## config.mk

```make
export PLATFORM = sky130hd
export DESIGN_NAME = match_controller
export DESIGN_NICKNAME = d
export VERILOG_FILES = /design/src/rtl/match_pkg.sv /design/src/rtl/score_counter.sv /design/src/rtl/match_controller.sv
export SDC_FILE = /design/constraint.sdc
export NUM_CORES = 1
export LEC_CHECK = 0
export BUFFER_PORTS_ARGS = -buffer_cell sky130_fd_sc_hd__buf_2
export CAP_MARGIN = 0
export CORE_ASPECT_RATIO = 1.25
export CORE_MARGIN = 2
export CORE_UTILIZATION = 35
export CTS_CLUSTER_DIAMETER = 120
export DETAILED_ROUTE_END_ITERATION = 6
export HOLD_SLACK_MARGIN = 0.06
export PLACE_DENSITY_LB_ADDON = 0.05
export SLEW_MARGIN = 5
export SYNTH_ARGS = -nofsm -noshare
export SYNTH_HDL_FRONTEND = slang
export SYNTH_SLANG_ARGS = --single-unit
```

## constraint.sdc

```tcl
create_clock -name clk -period 2.3 [get_ports clk]
set_input_delay 0.23 -clock clk [delete_from_list [all_inputs] [get_ports clk]]
set_output_delay 0.23 -clock clk [all_outputs]
set_load 0.03 [all_outputs]
```

## src/rtl/match_pkg.sv

```systemverilog
// Shared types, default parameters and width helpers for the tug-of-war
// match sequencer.
package match_pkg;

    typedef enum logic [1:0] {
        M_IDLE,
        M_PLAY,
        M_PAUSE,
        M_OVER
    } match_state_t;

    localparam int WIN_SCORE_DEF    = 7;
    localparam int SCORE_W_DEF      = 3;
    localparam int PAUSE_CYCLES_DEF = 4;

    // Wide enough to hold PAUSE_CYCLES itself, so a load of PAUSE_CYCLES-1 always fits.
    function automatic int pause_cnt_w(input int cycles);
        return $clog2(cycles + 1);
    endfunction

endpackage

```

## src/rtl/score_counter.sv

```systemverilog
// One player's round-win counter; saturates at WIN_SCORE and flags the
// round win that would take the match.
module score_counter
    import match_pkg::*;
#(
    parameter int SCORE_W   = SCORE_W_DEF,
    parameter int WIN_SCORE = WIN_SCORE_DEF
) (
    input  logic               clk,
    input  logic               Reset,
    input  logic               clear,
    input  logic               inc,
    output logic [SCORE_W-1:0] count,
    output logic               at_target
);

    // One extra bit so count+1 cannot wrap before the comparison.
    localparam logic [SCORE_W:0] TARGET = (SCORE_W + 1)'(WIN_SCORE);

    logic [SCORE_W:0] count_ext;

    assign count_ext = {1'b0, count};
    assign at_target = (count_ext + (SCORE_W + 1)'(1)) == TARGET;

    // NOTE: state registers use non-blocking assignments so every flop samples
    // pre-edge values regardless of the order blocks are evaluated in.
    always_ff @(posedge clk) begin
        if (Reset || clear) begin
            count <= '0;
        end else if (inc && (count_ext < TARGET)) begin
            count <= count + SCORE_W'(1);
        end
    end

endmodule

```

## src/rtl/match_controller.sv

```systemverilog
// Round/match sequencer: gates play, holds the round datapath in reset for a
// fixed pause between rounds, and declares the match winner.
module match_controller
    import match_pkg::*;
#(
    parameter int WIN_SCORE    = WIN_SCORE_DEF,
    parameter int SCORE_W      = SCORE_W_DEF,
    parameter int PAUSE_CYCLES = PAUSE_CYCLES_DEF
) (
    input  logic               clk,
    input  logic               Reset,
    input  logic               start,
    input  logic               leftWon,
    input  logic               rightWon,
    output logic               playEnable,
    output logic               roundReset,
    output logic [SCORE_W-1:0] leftScore,
    output logic [SCORE_W-1:0] rightScore,
    output logic               leftMatch,
    output logic               rightMatch
);

    localparam int                 PAUSE_W    = pause_cnt_w(PAUSE_CYCLES);
    localparam logic [PAUSE_W-1:0] PAUSE_LOAD = PAUSE_W'(PAUSE_CYCLES - 1);

    match_state_t       state;
    logic [PAUSE_W-1:0] pause_cnt;
    logic               left_point;
    logic               right_point;
    logic               score_clear;
    logic               left_at_target;
    logic               right_at_target;

    // A simultaneous win is a tie and scores nothing.
    assign left_point  = (state == M_PLAY) && leftWon && !rightWon;
    assign right_point = (state == M_PLAY) && rightWon && !leftWon;
    assign score_clear = (state == M_OVER) && start;

    score_counter #(.SCORE_W(SCORE_W), .WIN_SCORE(WIN_SCORE)) u_left (
        .clk       (clk),
        .Reset     (Reset),
        .clear     (score_clear),
        .inc       (left_point),
        .count     (leftScore),
        .at_target (left_at_target)
    );

    score_counter #(.SCORE_W(SCORE_W), .WIN_SCORE(WIN_SCORE)) u_right (
        .clk       (clk),
        .Reset     (Reset),
        .clear     (score_clear),
        .inc       (right_point),
        .count     (rightScore),
        .at_target (right_at_target)
    );

    // Outputs are set alongside each transition so they track the next state.
    always_ff @(posedge clk) begin
        if (Reset) begin
            state      <= M_IDLE;
            pause_cnt  <= '0;
            playEnable <= 1'b0;
            roundReset <= 1'b1;
            leftMatch  <= 1'b0;
            rightMatch <= 1'b0;
        end else begin
            unique case (state)
                M_IDLE: begin
                    if (start) begin
                        state      <= M_PLAY;
                        playEnable <= 1'b1;
                        roundReset <= 1'b0;
                    end
                end
                M_PLAY: begin
                    if (left_point || right_point) begin
                        playEnable <= 1'b0;
                        roundReset <= 1'b1;
                        if (left_point && left_at_target) begin
                            state     <= M_OVER;
                            leftMatch <= 1'b1;
                        end else if (right_point && right_at_target) begin
                            state      <= M_OVER;
                            rightMatch <= 1'b1;
                        end else begin
                            state     <= M_PAUSE;
                            pause_cnt <= PAUSE_LOAD;
                        end
                    end
                end
                M_PAUSE: begin
                    if (pause_cnt == '0) begin
                        state      <= M_PLAY;
                        playEnable <= 1'b1;
                        roundReset <= 1'b0;
                    end else begin
                        pause_cnt <= pause_cnt - PAUSE_W'(1);
                    end
                end
                M_OVER: begin
                    if (start) begin
                        state      <= M_PLAY;
                        playEnable <= 1'b1;
                        roundReset <= 1'b0;
                        leftMatch  <= 1'b0;
                        rightMatch <= 1'b0;
                    end
                end
                default: state <= M_IDLE;
            endcase
        end
    end

endmodule

```

==> flow_summary.json <==
{
  "ys_seq_area_share_pct": 31.91,
  "mostFrequentLayoutCell": "sky130_fd_sc_hd__dfxtp_1",
  "worst_ep_required_time_ns": 2.53,
  "timing.final.setup_violations": 0,
  "area_of_the_core_region_mm2": 0.002628,
  "synthesis.instances": 95,
  "crit_type": "flop to flop",
  "synth.top_cell.area_share_pct": 31.91,
  "avgSynthCellArea_um2": 9.904,
  "antenna_found_initial": 0,
  "final_max_slew_viol_count": 0,
  "finalClockSkew_ns": 0.005512,
  "worst_reg2reg_startpoint": "state[0]",
  "outcome": "complete, no violations",
  "layout_common_cells": "sky130_fd_sc_hd__dfxtp_1, sky130_fd_sc_hd__buf_2, sky130_fd_sc_hd__ha_1",
  "switching_share_of_total_power_pct": 41.86,
  "ys_ff_latch": 15,
  "worst_path_max_delay_cell": "sky130_fd_sc_hd__dfxtp_1",
  "mapped_cell_area_um2": 940.9,
  "synthDistinctLibCells": 33,
  "pwr_density_cell_mw_per_mm2": 1035,
  "final_nets": 126,
  "clk_path_buf_depth": 2,
  "hold_viol_final": 0,
  "period_needed_ns": 1.932,
  "busiest_layer": "met2",
  "dr_total_vias": 718,
  "drc_errors": 0,
  "dp_hpwl_um": 1341,
  "grt_start_max_net_pins": 14,
  "root_driver": "sky130_fd_sc_hd__clkbuf_4",
  "grt_pass1_vias": 706,
  "worstReg2RegEnd": "rightMatch",
  "cts_htree_levels": 1,
  "worst_r2r_path_depth": 5,
  "synth.area.top_cells": "sky130_fd_sc_hd__dfxtp_1, sky130_fd_sc_hd__ha_1, sky130_fd_sc_hd__mux2i_1, sky130_fd_sc_hd__nand4_4, sky130_fd_sc_hd__xor2_1",
  "synth.net_count": 110,
  "worst_slew_margin_rel_pct": 73.60,
  "grt_setup_unrepaired": "false",
  "min_to": "playEnable",
  "grt-ovfl-total": 0,
  "drive_above_1_share_pct": 22.73,
  "clk_latency_ns": 0.29,
  "crit_fanout": 9,
  "start_util_pct": 35.81,
  "utilization_pct": 40.10,
  "cell_by_cell_listing_of_the_critical_path": "ha_1 > and3b_1 > nand4_4 > a211oi_2 > mux2i_1",
  "worst_ep_arrival_time_ns": 2.16,
  "cp_num_buf_inv": 0,
  "gp_congestion": 0.7860,
  "synth.yosys.warnings": 0,
  "critical_path_s_largest_stage_delay_ns": 0.41,
  "worst_pin_slew_ns": 0.3959,
  "post-cts-setup-buffers": 0,
  "total_leakage_power_uw": 0.0004635,
  "worst_setup_path_startpoint": "state[0]",
  "end_kind": "flop",
  "min_delay_path_depth": 2,
  "timing.reg2reg.setup_slack_ns": 0.37,
  "die_width_um": 50.38,
  "via_per_inst": 4.986,
  "totalWireLength_um": 1793,
  "synthDominantAreaCellType": "sky130_fd_sc_hd__dfxtp_1",
  "placed_cells": 140,
  "final_instance_area_mm2": 0.001054,
  "initialDrtViolationCount": 9,
  "wl_per_cell_um": 12.45,
  "die_h_um": 61.97,
  "antenna_violating_nets_post_route": 0,
  "pwr-share-clk_pct": 14.4,
  "cts_made_buffers": 3,
  "cts_repair_resize_count": 0,
  "irDropWorstVdd_mv": 0.4510,
  "area.growth.synth_to_final_pct": 11.97,
  "max_cap_viol_count": 0,
  "start_kind": "flop",
  "hold_ws_ns": 0.2683,
  "path_delay_family": "simple AND/OR/NAND/NOR gates",
  "switchingPower_uw": 456.4,
  "boundaryPins": 15,
  "share_seq_of_total_power_pct": 35.2,
  "drtPass1Iterations": 3,
  "cts_tree": "done",
  "grt_use_total_pct": 13.77,
  "core.rowCount": 21,
  "filler_cell_count": 286,
  "worstHoldStart": "Reset",
  "place_area_mm2": 0.001027,
  "met1_usage_pct": 13.89,
  "ctsHoldBuffers": 0,
  "maximum_clock_rate_ghz": 0.5175,
  "die_outline_area_mm2": 0.003122,
  "grtUsageMet2_pct": 27.07,
  "timing.setup.tns_ns": 0,
  "combinationalPowerShare_pct": 50.4,
  "cts_num_sinks": 15,
  "hold_class": "input port to flop",
  "numPortBuffers": 14,
  "final_cells": 144,
  "grt_first_pass_wirelength_um": 3125,
  "grt.met3_usage_pct": 2.153,
  "min_period_over_period_pct": 84.01,
  "antenna-diode-count": 0,
  "clk_transition_reported_paths_ns": 0.10,
  "internal_power_uw": 634.0
}
## synthesized netlist by cell type
cell / instances
sky130_fd_sc_hd__dfxtp_1: 15
sky130_fd_sc_hd__ha_1: 10
sky130_fd_sc_hd__inv_1: 9
sky130_fd_sc_hd__nor2_1: 7
sky130_fd_sc_hd__mux2i_1: 5
sky130_fd_sc_hd__a211oi_1: 4
sky130_fd_sc_hd__a21oi_1: 4
sky130_fd_sc_hd__nand3_1: 4
sky130_fd_sc_hd__xor2_1: 4
sky130_fd_sc_hd__a31oi_1: 3
sky130_fd_sc_hd__and2_1: 3
sky130_fd_sc_hd__buf_6: 2
sky130_fd_sc_hd__nand2b_1: 2
sky130_fd_sc_hd__nand4_4: 2
sky130_fd_sc_hd__nor2b_1: 2
sky130_fd_sc_hd__o21ai_0: 2
sky130_fd_sc_hd__a211o_1: 1
sky130_fd_sc_hd__a211oi_2: 1
sky130_fd_sc_hd__a21o_1: 1
sky130_fd_sc_hd__a221oi_4: 1
sky130_fd_sc_hd__a2bb2oi_1: 1
sky130_fd_sc_hd__a311oi_2: 1
sky130_fd_sc_hd__and2b_1: 1
sky130_fd_sc_hd__and3_1: 1
sky130_fd_sc_hd__and3_4: 1
sky130_fd_sc_hd__and3b_1: 1
sky130_fd_sc_hd__and3b_2: 1
sky130_fd_sc_hd__clkbuf_1: 1
sky130_fd_sc_hd__nand4_1: 1
sky130_fd_sc_hd__nor3b_1: 1
sky130_fd_sc_hd__o31ai_1: 1
sky130_fd_sc_hd__or2_2: 1
sky130_fd_sc_hd__xnor2_1: 1
## cell type report
| cell class | count | area, um2 | share of cell area [%] |
|---|---|---|---|
| Tap cell | 34 | 42.54 | 4.038 |
| Inverter | 9 | 33.78 | 3.207 |
| Sequential cell | 15 | 300.3 | 28.50 |
| Timing Repair Buffer | 14 | 70.07 | 6.651 |
| Multi-Input combinational cell | 68 | 580.6 | 55.11 |
| Clock buffer | 4 | 26.28 | 2.494 |
## how the worst max path moves through the flow
stage	slack, ns	depth (start not counted)	endpoint
after floorplan	0.58	5	leftMatch
after global placement	0.40	5	rightMatch
after detailed placement	0.36	5	rightMatch
after CTS	0.35	5	rightMatch
after global routing	0.19	5	rightMatch
final	0.37	5	rightMatch
## power groups by stage
stage / clock, uW / combinational (uW) / sequential [uW]
2_1_floorplan: 0 / 384 / 463
3_3_place_gp: 0 / 556 / 388
3_5_place_dp: 0 / 555 / 390
4_1_cts: 162 / 556 / 386
5_1_grt: 172 / 620 / 396
6_report: 157 / 549 / 384
## registers in the layout, indices dropped and copies added (netlist names)
register,count
rightMatch,1
roundReset,1
playEnable,1
u_right.count,3
u_left.count,3
leftMatch,1
pause_cnt,3
state,2
## metal layers
layer  vias to the layer above  part of all wire, %
met4                         0                  2.5
met5                         -                    0
met1                       337                   44
met2                         8                   51
li1                        369                    -
met3                         4                  2.5
## through the flow
stage | total power [uW] | worst slack, ns
after floorplan | 846.7 | 0.5836
after global placement | 944.5 | 0.4045
after detailed placement | 944.7 | 0.3590
after CTS | 1104 | 0.3494
after global routing | 1188 | 0.1905
final | 1090 | 0.3677
## cell families (layout without fill, tap and decap cells)
logic type	after synthesis	after routing	synth area share, %
mux	5	5	5.319
fa+ha+maj	10	10	13.30
simple gates	28	28	20.88
buf+inv	12	27	6.382
xor+xnor	5	5	4.654
flops	15	15	31.92
compound gates	20	20	17.55
Note: power is estimated with default switching activity, not from simulation.
